[src/rtl/fetch_unit_pkg.sv]
// Shared fetch definitions: NOP encoding, default reset PC,
// FSM state encoding and the {addr, inst} buffer entry.
package fetch_unit_pkg;

  localparam logic [31:0] NOP_INST     = 32'h0000_0013;
  localparam logic [31:0] RESET_PC_DEF = 32'h0000_0000;

  typedef enum logic {
    RUN   = 1'b0,
    DRAIN = 1'b1
  } fetch_state_e;

  typedef struct packed {
    logic [31:0] addr;
    logic [31:0] inst;
  } fetch_entry_t;

endpackage

[src/rtl/fetch_fifo.sv]
// DEPTH-entry {addr, inst} circular buffer with push/pop/flush.
// Ports: push_i/data_i in, pop_i, flush_i; valid_o/data_o head, count_o.
module fetch_fifo
  import fetch_unit_pkg::*;
#(
  parameter int DEPTH = 2
) (
  input  logic         clk,
  input  logic         rstn,
  input  logic         push_i,
  input  fetch_entry_t data_i,
  input  logic         pop_i,
  input  logic         flush_i,
  output logic         valid_o,
  output fetch_entry_t data_o,
  output logic [2:0]   count_o
);

  localparam int AW = (DEPTH > 2) ? 2 : 1;

  fetch_entry_t   mem_q [DEPTH];
  logic [AW-1:0]  wptr_q, wptr_d;
  logic [AW-1:0]  rptr_q, rptr_d;
  logic [2:0]     count_q, count_d;

  always_comb begin
    wptr_d  = wptr_q;
    rptr_d  = rptr_q;
    count_d = count_q;
    if (flush_i) begin
      wptr_d  = '0;
      rptr_d  = '0;
      count_d = '0;
    end else begin
      if (push_i) wptr_d = wptr_q + 1'b1;
      if (pop_i)  rptr_d = rptr_q + 1'b1;
      count_d = count_q + {2'b0, push_i}
                        - {2'b0, pop_i};
    end
  end

  always_ff @(posedge clk) begin
    if (rstn) begin
      wptr_q  <= '0;
      rptr_q  <= '0;
      count_q <= '0;
    end else begin
      wptr_q  <= wptr_d;
      rptr_q  <= rptr_d;
      count_q <= count_d;
    end
  end

  always_ff @(posedge clk) begin
    if (push_i && !flush_i) mem_q[wptr_q] <= data_i;
  end

  assign valid_o = (count_q != 3'd0);
  assign count_o = count_q;

  // Empty head presents a NOP at address 0.
  always_comb begin
    data_o.addr = '0;
    data_o.inst = NOP_INST;
    if (valid_o) data_o = mem_q[rptr_q];
  end

endmodule

[src/rtl/fetch_unit.sv]
// Instruction fetch: issues word reads, buffers {addr, inst}, handles redirects.
// Ports: jump_*_i redirect, mem_* memory request/response, inst_* toward if_id.
module fetch_unit
  import fetch_unit_pkg::*;
#(
  parameter logic [31:0] RESET_PC = RESET_PC_DEF,
  parameter int          DEPTH    = 2
) (
  input  logic        clk,
  input  logic        rstn,
  input  logic        jump_en_i,
  input  logic [31:0] jump_addr_i,
  output logic        mem_req_o,
  output logic [31:0] mem_addr_o,
  input  logic        mem_gnt_i,
  input  logic        mem_rvalid_i,
  input  logic [31:0] mem_rdata_i,
  output logic        inst_valid_o,
  output logic [31:0] inst_o,
  output logic [31:0] inst_addr_o,
  input  logic        inst_ready_i
);

  localparam int AW = (DEPTH > 2) ? 2 : 1;

  fetch_state_e  state_q, state_d;
  logic [31:0]   fetch_pc_q, fetch_pc_d;
  logic          pend_q, pend_d;
  logic [31:0]   pend_addr_q, pend_addr_d;
  logic [2:0]    outst_q, outst_d;
  logic [2:0]    drop_q, drop_d;
  logic [31:0]   aq_q [DEPTH];
  logic [AW-1:0] aq_w_q, aq_w_d;
  logic [AW-1:0] aq_r_q, aq_r_d;

  logic [2:0]    fifo_cnt;
  logic          can_issue, issue;
  logic          keep_iss, keep_rsp, pop;
  fetch_entry_t  fifo_in, fifo_out;

  // Pop/rvalid this cycle give no credit: current values only.
  assign can_issue = (state_q == RUN) &&
    (({1'b0, fifo_cnt} + {1'b0, outst_q}) < 4'(DEPTH));

  // An ungranted request keeps its address even across a jump.
  assign mem_req_o  = !rstn && (pend_q || can_issue);
  assign mem_addr_o = pend_q ? pend_addr_q : fetch_pc_q;
  assign issue      = mem_req_o && mem_gnt_i;

  assign keep_iss = issue && (state_q == RUN) && !jump_en_i;
  assign keep_rsp = mem_rvalid_i && (state_q == RUN) && !jump_en_i;
  assign pop      = inst_valid_o && inst_ready_i;

  always_comb begin
    state_d     = state_q;
    drop_d      = drop_q;
    pend_d      = mem_req_o && !mem_gnt_i;
    pend_addr_d = mem_addr_o;
    outst_d     = outst_q + {2'b0, issue}
                          - {2'b0, mem_rvalid_i};
    aq_w_d      = aq_w_q;
    aq_r_d      = aq_r_q;
    fetch_pc_d  = fetch_pc_q;

    // Grants in DRAIN are stale requests; pc already redirected.
    if (jump_en_i)
      fetch_pc_d = jump_addr_i & ~32'h3;
    else if (issue && (state_q == RUN))
      fetch_pc_d = fetch_pc_q + 32'd4;

    if (jump_en_i) begin
      aq_w_d = '0;
      aq_r_d = '0;
    end else begin
      if (keep_iss) aq_w_d = aq_w_q + 1'b1;
      if (keep_rsp) aq_r_d = aq_r_q + 1'b1;
    end

    unique case (1'b1)
      (state_q == RUN): begin
        if (jump_en_i) begin
          drop_d  = outst_d + {2'b0, pend_d};
          state_d = (drop_d != 3'd0) ? DRAIN : RUN;
        end
      end
      (state_q == DRAIN): begin
        drop_d = drop_q - {2'b0, mem_rvalid_i};
        if (drop_d == 3'd0) state_d = RUN;
      end
    endcase
  end

  always_ff @(posedge clk) begin
    if (rstn) begin
      state_q     <= RUN;
      fetch_pc_q  <= RESET_PC;
      pend_q      <= 1'b0;
      pend_addr_q <= '0;
      outst_q     <= '0;
      drop_q      <= '0;
      aq_w_q      <= '0;
      aq_r_q      <= '0;
    end else begin
      state_q     <= state_d;
      fetch_pc_q  <= fetch_pc_d;
      pend_q      <= pend_d;
      pend_addr_q <= pend_addr_d;
      outst_q     <= outst_d;
      drop_q      <= drop_d;
      aq_w_q      <= aq_w_d;
      aq_r_q      <= aq_r_d;
    end
  end

  always_ff @(posedge clk) begin
    if (keep_iss) aq_q[aq_w_q] <= mem_addr_o;
  end

  assign fifo_in.addr = aq_q[aq_r_q];
  assign fifo_in.inst = mem_rdata_i;

  fetch_fifo #(
    .DEPTH (DEPTH)
  ) u_fifo (
    .clk     (clk),
    .rstn    (rstn),
    .push_i  (keep_rsp),
    .data_i  (fifo_in),
    .pop_i   (pop),
    .flush_i (jump_en_i),
    .valid_o (inst_valid_o),
    .data_o  (fifo_out),
    .count_o (fifo_cnt)
  );

  assign inst_o      = fifo_out.inst;
  assign inst_addr_o = fifo_out.addr;

endmodule

[config.mk]
export PLATFORM = sky130hd
export DESIGN_NAME = fetch_unit
export DESIGN_NICKNAME = d
export VERILOG_FILES = /design/src/rtl/fetch_unit_pkg.sv /design/src/rtl/fetch_fifo.sv /design/src/rtl/fetch_unit.sv
export SDC_FILE = /design/constraint.sdc
export NUM_CORES = 1
export LEC_CHECK = 0
export CORE_ASPECT_RATIO = 1.2
export CORE_MARGIN = 10
export CORE_UTILIZATION = 35
export DETAILED_ROUTE_END_ITERATION = 12
export DONT_BUFFER_PORTS = 1
export PLACE_DENSITY = 0.57
export RECOVER_POWER = 100
export SETUP_SLACK_MARGIN = 0.05
export SYNTH_ARGS = -nofsm -noshare
export SYNTH_HDL_FRONTEND = slang
export SYNTH_SLANG_ARGS = --single-unit
[constraint.sdc]
create_clock -name clk -period 8.9 [get_ports clk]
set_input_delay 1.78 -clock clk [delete_from_list [all_inputs] [get_ports clk]]
set_output_delay 1.78 -clock clk [all_outputs]
set_load 0.02 [all_outputs]
# --- After elaboration in Yosys (flattened, before gate mapping) ---
# Memories as Yosys holds them, arrays and structs flattened. A register that Yosys moved wholly into a read port is not among the register bits.
# Cells that the tools add are included.
classes:
  add_sub_neg: 12
  mul: 0
  div_mod_pow: 0
  n_lt_le_gt_ge: 1
  eq_ne: 1
  shifts: 0
  mux: 18
  n_bitwise: 1
  reduce_logical: 19
op_table:
  columns: ["op", "n"]
  rows:
  - ["32-bit 2-to-1 mux", 3]
  - ["64-bit 2-to-1 mux", 1]
  - ["32-bit by 3-bit adder with 32-bit output (second input constant)", 1]
  - ["1-bit 2-to-1 mux", 11]
  - ["1-bit logical AND", 10]
  - ["3-bit by 1-bit adder with 3-bit output", 3]
  - ["3-bit by 1-bit subtractor with 3-bit output", 3]
  - ["3-bit case mux with 2 select lines", 1]
  - ["3-bit nonzero test", 2]
  - ["1-bit adder (second input constant)", 4]
  - ["3-bit by 3-bit adder with 4-bit output", 1]
  - ["4-bit by 2-bit < comparator with 1-bit output (second input constant)", 1]
  - ["1-bit zero test", 3]
  - ["3-bit zero test", 1]
  - ["3-bit 2-to-1 mux", 1]
  - ["2-bit != test (second input constant)", 1]
  - ["1-bit case mux with 2 select lines", 1]
  - ["2-bit nonzero test", 1]
  - ["2-bit OR reduction", 1]
  - ["1-bit logical OR", 1]
  - ["1-bit inverter", 1]
totals:
  register_bits: 79
  latchBits: 0
  ram_bits: 192
  romBits: 0
  in_bits: 70
  out_inout_bits: 98
  word_cells: 66
  n_memories: 2
mem_list:
  columns: ["memory", "depth", "word_bits", "rd", "rd_ports_with_merged_regs", "wr", "line_no", "text"]
  rows:
  - ["u_fifo.mem_q", 2, 64, 1, 1, 1, "fetch_fifo.sv:21", "fetch_entry_t mem_q [DEPTH];"]
  - ["aq_q", 2, 32, 1, 1, 1, "fetch_unit.sv:32", "logic [31:0] aq_q [DEPTH];"]

# --- Depth between registers and ports, before layout ---
# Gate-level depths: netlist of run 1.
logic_depth:
  word_depth: 13
  mapped_depth: 16
  depth_no_buf: 15

# --- Cells and area by module ---
# Synthesis of run 1 repeated with hierarchy kept, for this count alone.
unflattened:
  hier_cells: 820
  hier_area_um2: 11380.9
by_module_without_submodules:
  columns: ["module", "instances", "cells_each", "area_each_um2", "seq_area_each_um2"]
  rows:
  - ["fetch_unit", 1, 524, 6207.2, 3383.2]
  - ["fetch_fifo", 1, 296, 5173.7, 3963.8]

# --- Worst setup path before layout of run 1 ---
# Ideal clock, no wire load.
synth_path:
  path_type: "input-to-reg"
  start: "input port jump_en_i"
  end: "memory u_fifo.mem_q[0][0] (netlist name), enable pin"
  setup_ns: 0.487
  t_arrival_ns: 4.898
  t_required_ns: 8.413
  path_slack_ns: 3.515
  stages: 3
  n_path_buf: 0
  cell_sequence: "nor2_1 -> nand2_1 -> nor2_1"
synth_via:
  elab_chain_cells: 5
synth_lines:
  columns: ["item", "line_no", "text"]
  rows:
  - ["start: declaration", "fetch_unit.sv:11", "input logic jump_en_i,"]
  - ["1-bit zero test *", "fetch_fifo.sv:55, fetch_unit.sv:51", null]
  - ["1-bit logical AND", "fetch_unit.sv:51", "assign keep_rsp = mem_rvalid_i && (state_q == RUN) && !jump_en_i;"]
  - ["1-bit logical AND *", "fetch_fifo.sv:55", "if (push_i && !flush_i) mem_q[wptr_q] <= data_i;"]
  - ["1-bit 2-to-1 mux *", "fetch_fifo.sv:55", null]
  - ["1-bit 2-to-1 mux (not written as such) *", "fetch_fifo.sv:55", null]
  - ["end: declaration", "fetch_fifo.sv:21", null]
# Every way passes the cells marked *; elsewhere a longest branch is shown, timed or not.

==> key figures, run 1 <==
STA
  – Slew Limit Fails: roughly 320
  – Final Hold Slack: approximately 460 ps
  – Setup TNS: 0 ps
  – Period Utilization, post-route: 0.6865
  – RSZ-0062 raised after global routing: no
  – Least-Margin Pin Slew: 3295 ps
  – Minimum clock period: ~6100 ps
  – F_max: ~0.16 GHz
  – Worst clock skew: just over 7 ps
  – Finish-stage setup viols: 0
  – Rel. slew slack: -1.197
  – Final Hold Fails: 0

Route
  – DRT antenna net count: 0
  – Final WL: 26.03 mm
  – Wire per inst: between 20 and 25 µm
  – Vias: 6382
  – Post-route DRC violation count: 0
  – Vias per std cell: roughly 5.1
  – DR iter-0 viols: 403
  – 1st-pass router iterations: 7

Global routing
  – Total gr overflow: 0
  – Largest net degree at the start of global routing: 65
  – First-pass GRT wire length: about 40 mm
  – Initial antenna violation count: 3
  – Tot GR Track Use: 0.1291
  – Vias in the first global route: around 6400

Critical path
  – Crit Path Max Fanout: 45
  – Slowest stage cell on the critical path: clkbuf_1
  – Arrival time at the worst endpoint: between 4000 and 5000 ps
  – Critical Path RT: 7120 ps
  – Crit end category: output pin
  – CP Launch Type: flip-flop
  – Worst stage delay on the critical path: 2360 ps
  – Cells along the critical path: clkbuf_1 -> mux2i_1 -> nor2_1
  – CP Class: flip-flop to output pin

Floorplan
  – Die W: roughly 180 µm
  – Initial Util: 0.3541
  – Number of top-level pins: between 150 and 200
  – Std cell rows: 71
  – Die Y: 214.8 µm
  – Full die area: 39180 µm²
  – Core ar.: roughly 31000 µm²

Run status
  – Status: finished with violations
  – Failing checks: max-capacitance violations, max-slew violations

Place
  – DPL Wire Length: 17.38 mm
  – Placed inst area: about 11000 µm²
  – GPL Wtd Cong: ~0.85
  – Placed cell count: roughly 1200
  – # port buffers: 0

Synthesis
  – Adder-cell share of the synthesized area: 0.01785
  – Simple-gate share of the synthesized area: 0.1150
  – EDFF count, synth: about 190
  – Multiplexer share of the synthesized area: 0.1148
  – Synth Area in Compound Gates: 0.05209
  – Ys Warns: 0
  – Post-Syn Area per Cell: 13.39 µm²
  – Mapped cell area: ~11000 µm²
  – Cells after synthesis: 827
  – Xor/xnor cell area share of the yosys netlist: 0.01345
  – Largest family of logic cells by synthesized area: simple AND/OR/NAND/NOR gates
  – Asr flop ratio synth: 0
  – Synth cell types: 55
  – Synth Register Bits: between 200 and 300
  – Syn nets: 911
  – Register area share after synthesis: 0.6635
  – Top_reg_cell synth: edfxtp_1

Finish
  – Fin util: 0.3954
  – Layout fillers: slightly below 3000
  – Fin nets: a little over 900
  – Fraction of layout cells with a size suffix above 1: 0.06999
  – Register area: approximately 7400 µm²
  – Finished Layout Cells: ~1200
  – Layout Cell Area excl Fill: about 12000 µm²
  – Multi-input gate area: 3460 µm²
  – Area delta synth->final: 11.67%

Clocking
  – Setup bufs post-CTS: 0
  – Worst-Skew Late Latency: 540 ps
  – Clock tree from TritonCTS: done
  – Clk root buf: clkbuf_16
  – CTS resizes: 0
  – H-tree Lvls: 1
  – Clock transition at the registers of the reported paths: around 60 ps
  – Cts hold-fix bufs: 0
  – # clock sinks: between 200 and 300
  – Inserted Clock Buffers: 28
  – CTS Buffer Depth: 3

Worst hold path
  – Hold Crit Class: flip-flop to flip-flop

Power
  – PD cells: approximately 250 nW/µm²
  – Peak VDD IR: 0.1558 mV
  – Sw Ratio: 0.2694
  – Switch Pwr: roughly 0.85 mW
  – Leak: between 4 and 5 nW
  – Clock network fraction of total power: 0.373
  – Logic pwr share: 0.150
  – Internal power: ~2.3 mW
  – Sequential power share: 0.477

Run
  – Max-cap viol count: 8
==> placed cells by master, fill, tap and decap left out, drive strengths merged, types with 3 or more instances in the layout <==
| cell | netlist | final |
|---|---|---|
| nand3b | 3 | 3 |
| or3 | 6 | 6 |
| a31oi | 6 | 6 |
| xor2 | 7 | 7 |
| a221o | 5 | 5 |
| bufinv | 0 | 3 |
| ha | 11 | 11 |
| edfxtp | 192 | 192 |
| nor2b | 17 | 17 |
| and4 | 4 | 4 |
| and3 | 6 | 6 |
| inv | 22 | 22 |
| o22ai | 3 | 3 |
| nor4 | 8 | 8 |
| nand2 | 33 | 33 |
| nor2 | 96 | 96 |
| a21o | 4 | 4 |
| fa | 3 | 3 |
| a211oi | 12 | 12 |
| o21ai | 17 | 17 |
| o31a | 3 | 3 |
| clkbuf | 33 | 51 |
| nand2b | 5 | 5 |
| xnor2 | 10 | 10 |
| a21oi | 12 | 12 |
| and2 | 29 | 29 |
| mux2 | 56 | 56 |
| dfxtp | 79 | 79 |
| o31ai | 3 | 3 |
| or4 | 4 | 4 |
| mux2i | 64 | 64 |
| nand4 | 14 | 14 |
| nor3 | 14 | 14 |
| nand3 | 13 | 13 |
| clkinv | 0 | 5 |
==> through the flow <==
stage	setup slack (ps)	power (mW)
after floorplan	3515	1.896
after global placement	4594	2.014
after detailed placement	4572	2.025
after CTS	4384	3.213
after global routing	2284	3.302
final	2790	3.153
==> routing by layer <==
layer | global-route usage | up-vias | wire (µm)
met5 | 0 | - | 7
met4 | 0.04236 | 2 | 537
met3 | 0.04471 | 37 | 2174
met2 | 0.2132 | 166 | 12710
met1 | 0.1538 | 3149 | 10600
li1 | - | 3028 | -
==> layout make-up <==
cell class,instances,area share
clock buffers,43,0.06536
flip-flops and latches,271,0.5945
well taps,401,0.04057
clock inverters,9,0.009714
inverters,22,0.006678
diodes,2,0.0004047
multi-input cells,489,0.2798
repair buffers,9,0.003036
==> flip-flops by register name, summed over array words and instances, names as in the netlist, 3 cells and up, named ones only <==
signal,cells
drop_q,3
aq_q,64
u_fifo.mem_q,128
fetch_pc_q,30
pend_addr_q,32
outst_q,3
u_fifo.count_o,3
==> Yosys cell counts (all sizes together) (17+ instances only) <==
cell type  count  area, µm²
dfxtp         79       1582
nand2         33      123.9
o21ai         17      85.08
nor2          96      362.8
mux2          56      630.6
nor2b         17      106.4
and2          29      181.4
edfxtp       192       5766
inv           22      82.58
clkbuf        33      125.1
mux2i         64      640.6
==> critical path, delay by kind of cell (launching register included) <==
family	cells	cell delay [ps]
AND/OR/NAND/NOR	1	530
buffers and inverters	1	2360
flip-flops	1	620
multiplexers	1	250
==> worst paths after layout <==
path / from / end / cells after the start / slack, ps
max: flip-flop / inst_addr_o[12] / 3 / 2790
min: fetch_pc_q[31] / fetch_pc_q[31] / 1 / 460
max reg2reg: pend_q / aq_q[0][25] / 5 / 3160
min reg2reg: fetch_pc_q[31] / fetch_pc_q[31] / 1 / 460
==> cells by family (layout without fill, tap and decap cells) <==
logic type,Yosys count,count (layout)
buffers and inverters,67,83
xor gates and xnor gates,17,17
other,0,2
DFF,271,271
and+or+nand+nor,255,255
AOI/OAI and AO/OA,83,83
muxes,120,120
adders and majority gates,14,14
==> power by group through the flow <==
stage | clock network (mW) | registers [mW] | logic (mW)
3_5_place_dp | 0 | 1.53 | 0.496
4_1_cts | 1.21 | 1.50 | 0.500
2_1_floorplan | 0 | 1.51 | 0.387
3_3_place_gp | 0 | 1.53 | 0.489
5_1_grt | 1.26 | 1.52 | 0.525
6_report | 1.18 | 1.50 | 0.472
Power figures use the tool's default switching activity.
==> run 2, diff against run 1 <==
Clock period 8.9 ns to 5.7 ns, I/O delays scaled along.
==> run 2 against run 1 <==
The flow still finishes with violations (max-capacitance violations, max-slew violations). Sequential power increased by 57%. Final area grew 0.96%. Clock-buffer cell count down 7. First-iteration DRC count up 29%. Final cell count is essentially flat. Sequential share of layout area shrank 0.60 points. Critical path type unchanged. Largest power group unchanged. Highest routed layer unchanged.
==> key figures, run 2 (synthesis gave the netlist of run 1 again) <==
Finish
  – Largest register FFs: about 130
  – Fraction of layout cells with a size suffix above 1: 0.09242
  – Diodes inserted: 0
  – Top Registers: u_fifo.mem_q: 128 flops, aq_q: 64 flops, pend_addr_q: 32 flops
  – Area delta synth->final: 12.75%
  – Fin nets: 906
  – Most common cell after layout, fill and taps aside: edfxtp_1
  – Layout Cell Area excl Fill: approximately 12000 µm²
  – Largest reg by FF count: u_fifo.mem_q
  – Finished Layout Cells: between 1000 and 1500
  – Commonest non-fill, non-tap cells in the layout: edfxtp_1, nor2_1, dfxtp_1

Place
  – Placed inst area: 11500 µm²
  – Placed cell count: between 1000 and 1500
  – GPL Wtd Cong: approximately 0.83
  – DPL Wire Length: roughly 18 mm
  – # port buffers: 0

Route
  – Vias: 6431
  – Wire per inst: between 20 and 25 µm
  – Vias per std cell: 5.165
  – Post-route DRC violation count: 0
  – 1st-pass router iterations: 4
  – DRT antenna net count: 0
  – Final WL: 26.14 mm
  – DR iter-0 viols: 520

STA
  – Period Utilization, post-route: 0.8343
  – RSZ-0062 raised after global routing: no
  – Rel. slew slack: -1.159
  – Setup TNS: 0 ps
  – Slew Limit Fails: 199
  – Final Hold Fails: 0
  – Worst clock skew: about 14 ps
  – Least-Margin Pin Slew: between 3000 and 4000 ps
  – Minimum clock period: about 4800 ps
  – Finish-stage setup viols: 0
  – F_max: approximately 0.21 GHz

Power
  – Internal power: 3.718 mW
  – Switch Pwr: between 1 and 1.5 mW
  – Logic pwr share: 0.146
  – Leak: ~4.1 nW
  – Sw Ratio: 0.2662
  – Clock network fraction of total power: 0.391
  – PD cells: around 410 nW/µm²
  – Sequential power share: 0.464
  – Total power: 5.068 mW
  – Peak VDD IR: ~0.20 mV

Floorplan
  – Number of top-level pins: roughly 170
  – Full die area: between 30000 and 40000 µm²
  – Die Y: roughly 210 µm
  – Std cell rows: between 70 and 80
  – Core ar.: between 30000 and 40000 µm²
  – Initial Util: 0.3541
  – Die W: 182.4 µm

Run status
  – Failing checks: max-capacitance violations, max-slew violations
  – Status: finished with violations

Clocking
  – CTS resizes: 0
  – Clock tree from TritonCTS: done
  – # clock sinks: around 270
  – Clk root buf: clkbuf_16
  – H-tree Lvls: 1
  – Worst-Skew Late Latency: ~540 ps
  – Setup bufs post-CTS: 0
  – Clock transition at the registers of the reported paths: ~70 ps
  – Cts hold-fix bufs: 0
  – Inserted Clock Buffers: 28
  – CTS Buffer Depth: 3

Worst hold path
  – Hold Crit Class: flip-flop to flip-flop

Global routing
  – Vias in the first global route: 6470
  – Total gr overflow: 0
  – Initial antenna violation count: 2
  – First-pass GRT wire length: 39.85 mm
  – Tot GR Track Use: 0.1291
  – Largest net degree at the start of global routing: 65

Critical path
  – Worst Setup EP: inst_addr_o[14]
  – FF-to-FF Start: pend_q
  – Reg2reg end: state_q
  – CP Launch Type: flip-flop
  – CP Class: flip-flop to output pin
  – Reg2reg path depth: 14
  – Crit Path Max Fanout: 33
  – Arrival time at the worst endpoint: ~3600 ps
  – Crit end category: output pin
  – Critical Path RT: around 4600 ps
  – Reg2reg setup slack: 1170 ps

Run
  – Max-cap viol count: 5
run 2: stage by stage:
| stage | hold slack (ps) | util | worst slack [ps] |
|---|---|---|---|
| 4_1_cts | 454.4 | 0.4010 | 1570 |
| 2_1_floorplan | 425.9 | - | 955.5 |
| 3_5_place_dp | 438.7 | 0.3679 | 1631 |
| 6_report | 452.5 | 0.3992 | 944.6 |
| 5_1_grt | 477.3 | 0.3992 | 644.8 |
| 3_3_place_gp | 433.9 | 0.3679 | 1664 |
run 2: cell type report:
| cell class | instances | area (µm²) |
|---|---|---|
| clock inverters | 16 | 190.2 |
| clock buffers | 36 | 845.8 |
| repair buffers | 10 | 48.80 |
| fillers | 2965 | 18790 |
| well taps | 401 | 501.7 |
| multi-input cells | 489 | 3468 |
| inverters | 22 | 82.58 |
| flip-flops and latches | 271 | 7347 |
run 2: critical path: stages, from the launching register on:
cell and delay (ps):
dfxtp_1 1790, buf_4 690, mux2i_1 140, nor2_1 410
run 2: layer usage:
layer | global-route usage | wire length (µm) | part of all wire
met5 | 0 | 7 | 0.00027
met1 | 0.1514 | 10250 | 0.39
met4 | 0.03910 | 543 | 0.021
met3 | 0.04286 | 2340 | 0.090
met2 | 0.2187 | 13000 | 0.50
run 2: worst min path at each step:
stage | cells past startpoint | to | slack [ps] | startpoint
after floorplan | 1 | fetch_pc_q[31] | 430 | fetch_pc_q[31]
after global placement | 1 | fetch_pc_q[31] | 430 | fetch_pc_q[31]
after detailed placement | 1 | fetch_pc_q[31] | 440 | fetch_pc_q[31]
after CTS | 1 | fetch_pc_q[31] | 450 | fetch_pc_q[31]
after global routing | 1 | fetch_pc_q[31] | 480 | fetch_pc_q[31]
final | 1 | fetch_pc_q[31] | 450 | fetch_pc_q[31]
run 2: power by group through the flow:
| stage | Sequential (mW) | Clock [mW] | Combinational (mW) |
|---|---|---|---|
| finish | 2.35 | 1.98 | 0.739 |
| global placement | 2.38 | 0 | 0.769 |
| floorplan | 2.36 | 0 | 0.604 |
| detailed placement | 2.39 | 0 | 0.778 |
| global route | 2.36 | 2.11 | 0.821 |
| CTS | 2.35 | 2.03 | 0.782 |
